[config.mk]
export PLATFORM = sky130hd
export DESIGN_NAME = hub75_scan_driver
export DESIGN_NICKNAME = d
export VERILOG_FILES = /design/src/rtl/hub75_scan_driver.sv
export SDC_FILE = /design/constraint.sdc
export NUM_CORES = 1
export LEC_CHECK = 0
export CORE_MARGIN = 2
export CORE_UTILIZATION = 47
export CTS_CLUSTER_DIAMETER = 120
export DETAILED_ROUTE_END_ITERATION = 10
export GPL_ROUTABILITY_DRIVEN = 0
export PLACE_DENSITY_LB_ADDON = 0.12
export SYNTH_ARGS = -nofsm -noshare
export SYNTH_HDL_FRONTEND = slang
export SYNTH_SLANG_ARGS = --single-unit
[constraint.sdc]
create_clock -name clk -period 4 [get_ports clk]
set_input_delay 0.4 -clock clk [delete_from_list [all_inputs] [get_ports clk]]
set_output_delay 0.4 -clock clk [all_outputs]
set_load 0.02 [all_outputs]
[src/rtl/hub75_scan_driver.sv]
`default_nettype none
// ============================================================================
// Module      : hub75_scan_driver
// Description : 1/32-scan HUB75 driver reading a 64x64 RGB framebuffer and
//               emitting binary-coded-modulation bit planes, LSB plane first.
// Revision    : 1.0 - initial release
// ============================================================================
module hub75_scan_driver #(
  parameter int ADDR_WIDTH = 12,
  parameter int DATA_WIDTH = 24,
  parameter int BIT_DEPTH  = 8,
  parameter int BASE_TICKS = 32
) (
  input  logic                  clk,
  input  logic                  reset,
  input  logic                  enable,
  output logic [ADDR_WIDTH-1:0] r_addr,
  input  logic [DATA_WIDTH-1:0] r_data,
  output logic                  r1,
  output logic                  g1,
  output logic                  b1,
  output logic                  r2,
  output logic                  g2,
  output logic                  b2,
  output logic [4:0]            row_addr,
  output logic                  sclk,
  output logic                  lat,
  output logic                  oe_n,
  output logic                  frame_tick
);

  typedef enum logic [2:0] {
    ST_IDLE    = 3'd0,
    ST_SHIFT   = 3'd1,
    ST_BLANK   = 3'd2,
    ST_LATCH   = 3'd3,
    ST_DISPLAY = 3'd4
  } state_t;

  localparam logic [2:0] c_last_plane = 3'(BIT_DEPTH - 1);
  localparam logic [2:0] c_bit_base   = 3'(8 - BIT_DEPTH);

  state_t                r_state;
  state_t                w_next;
  logic [4:0]            r_row;
  logic [2:0]            r_plane;
  logic [5:0]            r_col;
  logic [1:0]            r_phase;
  logic [12:0]           r_cnt;
  logic [DATA_WIDTH-1:0] r_upper;
  logic [2:0]            w_bit;
  logic [11:0]           w_addr;
  logic                  w_shift_done;
  logic                  w_disp_done;

  assign w_bit        = c_bit_base + r_plane;
  assign w_shift_done = (r_col == 6'd63) && (r_phase == 2'd3);
  assign w_disp_done  = (r_cnt == 13'd1);
  assign r_addr       = ADDR_WIDTH'(w_addr);

  always_ff @(posedge clk) begin
    if (reset) r_state <= ST_IDLE;
    else       r_state <= w_next;
  end

  always_comb begin
    w_next     = r_state;
    w_addr     = '0;
    sclk       = 1'b0;
    lat        = 1'b0;
    oe_n       = 1'b1;
    frame_tick = 1'b0;
    case (r_state)
      ST_IDLE: begin
        if (enable) w_next = ST_SHIFT;
      end
      ST_SHIFT: begin
        sclk = (r_phase == 2'd3);
        // Upper row first, lower row (y = row + 32) one cycle later
        if (r_phase == 2'd0)      w_addr = {1'b0, r_row, r_col};
        else if (r_phase == 2'd1) w_addr = {1'b1, r_row, r_col};
        if (!enable)           w_next = ST_IDLE;
        else if (w_shift_done) w_next = ST_BLANK;
      end
      ST_BLANK: begin
        w_next = enable ? ST_LATCH : ST_IDLE;
      end
      ST_LATCH: begin
        lat    = 1'b1;
        w_next = enable ? ST_DISPLAY : ST_IDLE;
      end
      ST_DISPLAY: begin
        oe_n = 1'b0;
        if (w_disp_done) begin
          w_next     = enable ? ST_SHIFT : ST_IDLE;
          frame_tick = (r_plane == c_last_plane) && (r_row == 5'd31);
        end
      end
      default: w_next = ST_IDLE;
    endcase
  end

  always_ff @(posedge clk) begin
    if (reset) begin
      r_row    <= '0;
      r_plane  <= '0;
      r_col    <= '0;
      r_phase  <= '0;
      r_cnt    <= '0;
      r_upper  <= '0;
      row_addr <= '0;
      {r1, g1, b1, r2, g2, b2} <= '0;
    end else begin
      case (r_state)
        ST_SHIFT: begin
          r_phase <= r_phase + 2'd1;
          if (r_phase == 2'd3) r_col <= r_col + 6'd1;
          if (r_phase == 2'd1) r_upper <= r_data;
          if (r_phase == 2'd2) begin
            r1 <= r_upper[{2'b10, w_bit}];
            g1 <= r_upper[{2'b01, w_bit}];
            b1 <= r_upper[{2'b00, w_bit}];
            r2 <= r_data[{2'b10, w_bit}];
            g2 <= r_data[{2'b01, w_bit}];
            b2 <= r_data[{2'b00, w_bit}];
          end
        end
        ST_BLANK: row_addr <= r_row;
        ST_LATCH: r_cnt <= 13'(BASE_TICKS) << r_plane;
        ST_DISPLAY: begin
          r_cnt <= r_cnt - 13'd1;
          if (w_disp_done) begin
            if (r_plane == c_last_plane) begin
              r_plane <= '0;
              r_row   <= r_row + 5'd1;
            end else begin
              r_plane <= r_plane + 3'd1;
            end
          end
        end
        default: ;
      endcase
      // Any return to idle makes the next enable start a fresh frame
      if (w_next == ST_IDLE) begin
        r_row   <= '0;
        r_plane <= '0;
        r_col   <= '0;
        r_phase <= '0;
        {r1, g1, b1, r2, g2, b2} <= '0;
      end
    end
  end

endmodule
`default_nettype wire

==> results.md <==
Routing:
- After detailed routing, the number of remaining DRC violations is 0.
- The routed wire length is 7300 um.
- After detailed routing, the average wire length per cell comes to 13.6 um.
- The number of nets with antenna violations after routing is 0.
- The initial detailed-routing violation count is 127.
- The total vias in the final route is 2834.
- The first-pass iteration count of the detailed router is 4.
- The via density per instance is 5.27.

Placement:
- The total placed cells including tap cells is 522.
- The number of port buffers is 53.
- The minimum setup slack after placement is 1.31 ns.
- In this run the cell area measured after placement is 4030 um^2.
- The detailed placement HPWL is 5210 um.

Worst setup path:
- The type of destination of the critical path is a primary output.
- For the worst setup path, the data required time is 3.60 ns.
- Data on the critical path arrives at its endpoint at 2.67 ns.
- The kind of start point of the critical path is a flop.
- The critical path start-end classification is flop to primary output.
- The biggest fanout along the worst timing path is 25.

Layout:
- The final instance count without filler cells is 538.
- The post-route netlist has 11.6% of its cells at a drive strength greater than 1.
- The core occupancy in the finished layout is 58.8%.
- The final-stage net count is 476.
- The sequential cell area is 1340 um^2.
- The area growth from synthesis to layout is 22.4%.
- The multi-input combinational cells in the finished layout cover a total of 1950 um^2.
- The number of antenna cells inserted is 0.
- Once layout is done, the placed cells without fillers occupy 4220 um^2.
- The number of fill cells in the layout is 626.
- Leaving out fill and tap cells, the most frequent cell in the layout is sky130_fd_sc_hd__nand2_1.
- The library cells used most frequently in the layout, excluding fill and tap cells, are sky130_fd_sc_hd__nand2_1, sky130_fd_sc_hd__dfxtp_1, sky130_fd_sc_hd__clkdlybuf4s50_1, sky130_fd_sc_hd__nor2_1, sky130_fd_sc_hd__a21oi_1.

Synth:
- The number of instances in the synthesized netlist is 389.
- The share of the synthesized area in the top cell type is 38.9%.
- The number of library cell types mapped by synthesis is 55.
- After synthesis, the largest family of logic cells by area is simple AND/OR/NAND/NOR gates.
- The register bit count reported by yosys is 67.
- The synthesis warning total is 0.
- Summing the areas of all xor and xnor instances in the mapped netlist gives 2.54% of the synthesized area.
- The post-synth net total is 431.
- The average instance in the mapped netlist occupies 8.86 um^2.
- The portion of synthesized area spent on multiplexers is 11.4%.
- By area the synthesized netlist is led by sky130_fd_sc_hd__dfxtp_1, sky130_fd_sc_hd__nand2_1, sky130_fd_sc_hd__mux4_2.
- The biggest area contributor in the post-synthesis netlist is sky130_fd_sc_hd__dfxtp_1.
- Summing the areas of all compound-gate instances in the mapped netlist gives 13.4% of the synthesized area.
- Of the total synthesized cell area, the portion taken by AND, OR, NAND and NOR gates is 23.9%.
- The sequential-to-total area share from yosys stat is 38.9%.
- The mapped cell area is 3450 um^2.
- The arithmetic-cell share of the synthesized area counting full adders, half adders and majority gates is 5.44%.

GRT:
- The global-route usage over all layers is 19.3%.
- The number of antenna violations at the first check in global routing is 0.
- Entering global routing, the biggest net connects 36 pins.
- For this run the aggregate overflow at the end of global routing stands at 0.
- The via count of the first global-routing pass came to 2537.
- The first global-routing pass estimated 11900 um of wire.

Power and ir drop:
- For this design the total switching power over the nets is 0.301 mW.
- The power share of the clock group is 43.5%.
- Summed over all cells, the static leakage comes to 1.46 nW.
- The sequential fraction of design power is 51.9%.
- Combinational cells account for 4.6% of the total power.
- Net switching is 23.3% of the power.
- The power density of the placed cells is 306 nW/um^2.
- The worst-case IR drop observed on VDD is 180 uV.
- The internal power of the cells totals 0.989 mW.

STA:
- The count of endpoints failing setup in the final report is 0.
- The worst path meets setup with 0.929 ns of slack.
- For the finished layout, the period the worst path requires is 3.07 ns.
- Of the available clock period, the critical path in the final layout requires 76.8%.
- The hold violation total from the final report is 0.
- Setup repair after global routing left no endpoint under its margin.
- The max-slew violation total from the final report is 0.
- Between clock sinks in the finished design, the worst skew comes to 0.00749 ns.
- Setup total negative slack on the finished layout was measured at 0 ns.
- Headroom to the max-slew limit came out at 49.9%.
- The maximum clock frequency is 326 MHz.
- The transition time at the pin with the least slew margin is 0.750 ns.

Floorplan:
- The floorplan step set the die width to 89.7 um.
- The initial utilization of the core area, before any placement, comes to 48.1%.
- The die covers 8040 um^2.
- The standard-cell row count is 31.
- The number of top-level design ports is 54.
- The standard cell core area is 7180 um^2.
- The die outline height is 89.7 um.

Clocking:
- The number of sinks on the clock net is 67.
- TritonCTS created 9 clock buffers.
- The clock network latency to the later pin of the worst-skew pair is 0.35 ns.
- The tree is rooted in a sky130_fd_sc_hd__clkbuf_8.
- No sink is reached through more buffers than the 2 on the longest clock path.
- The clock-pin slew on the worst setup and hold paths is 0.08 ns.
- TritonCTS built the clock tree.
- The number of H-tree branching levels is 3.
- Hold repair after CTS inserted 0 buffers.
- Once the clock tree was built, the setup fixing pass inserted 0 buffers.
- The number of gates resized after CTS is 0.

Flow run:
- The number of max-cap violations is 0.

Run status:
- The flow ran to the end, and the final reports show no timing, DRC or antenna violations.

Hold path:
- The path class of the lowest-slack min-delay path is flop to flop.
## stage by stage
step           power, mW  hold WS [ns]
2_1_floorplan      0.711         0.433
3_3_place_gp       0.744         0.440
3_5_place_dp       0.745         0.447
4_1_cts             1.31         0.458
5_1_grt             1.33         0.480
6_report            1.29         0.456
## flip-flops by register name, indices dropped and copies added (netlist names), 2 cells and up
| name | flops |
|---|---|
| r_cnt | 13 |
| r_state | 3 |
| r_upper | 24 |
| r_plane | 3 |
| r_phase | 2 |
| r_row | 5 |
| r_col | 6 |
| row_addr | 5 |
## cells by family (layout without fill, tap and decap cells)
group                      Yosys count  in the layout
AOI/OAI and AO/OA                   66             66
DFF                                 67             67
muxes                               24             24
adders and majority gates           15             15
buffers and inverters               36             86
and+or+nand+nor                    171            171
xor gates and xnor gates            10             10
## cell type report
type	instances	area share, %
clock buffer	10	3.02
clock inverter	6	1.57
inverter	13	1.16
multi-input combinational	286	46.3
sequential	67	31.8
tap	99	2.93
timing repair buffer	57	13.3
## final timing paths
path                            cells past startpoint  slack, ns                     from                       to
worst max-delay path                                5       0.93    r_state[0]$_SDFF_PP0_               r_addr[11]
worst max register to register                      6       1.43    r_cnt[2]$_SDFFE_PP0P_          b2$_SDFFE_PP0P_
worst min register to register                      2       0.46  r_upper[1]$_SDFFE_PP0P_  r_upper[1]$_SDFFE_PP0P_
worst min-delay path                                2       0.46  r_upper[1]$_SDFFE_PP0P_  r_upper[1]$_SDFFE_PP0P_
## worst max-delay path, cell delays in order, from the launching register on
cell and delay, ns:
sky130_fd_sc_hd__dfxtp_1 0.48, sky130_fd_sc_hd__nor3b_2 0.47, sky130_fd_sc_hd__nand2_1 0.11, sky130_fd_sc_hd__buf_4 0.23, sky130_fd_sc_hd__inv_2 0.33, sky130_fd_sc_hd__clkdlybuf4s50_1 0.68
## cell usage after synthesis, drive strengths merged
library cell,instances
o21a,4
or2,2
mux2i,10
a311oi,7
xnor2,3
ha,15
a211o,1
or3,2
o211a,1
nor4,4
o21bai,1
o21ai,5
mux4,12
and3,4
a22oi,1
a41oi,1
o31a,1
nor2b,1
or4,2
inv,12
buf,6
clkbuf,17
nand3b,1
clkinv,1
and2,16
nor3b,4
xor2,7
mux2,2
nand2b,1
o211ai,1
dfxtp,67
a31oi,3
o311ai,1
a32oi,1
nor3,5
a21oi,35
a211oi,2
nand3,7
nand2,75
nand4,5
nor2,42
a221oi,1
## routing by layer
| metal | routed length (um) | up-vias | track usage (%) | share of wire, % |
|---|---|---|---|---|
| met5 | 0 | - | 0 | 0 |
| met4 | 82 | 0 | 8.96 | 1.1 |
| met3 | 463 | 7 | 4.11 | 6.3 |
| met2 | 3460 | 88 | 30.7 | 47 |
| met1 | 3290 | 1307 | 25.2 | 45 |
| li1 | - | 1432 | - | - |
## power groups by stage
stage	logic (mW)	registers, mW	clock network (mW)
6_report	0.0599	0.669	0.561
5_1_grt	0.0644	0.669	0.601
4_1_cts	0.0601	0.669	0.577
3_5_place_dp	0.0600	0.685	0
3_3_place_gp	0.0593	0.684	0
2_1_floorplan	0.0276	0.683	0
Power figures use the tool's default switching activity.
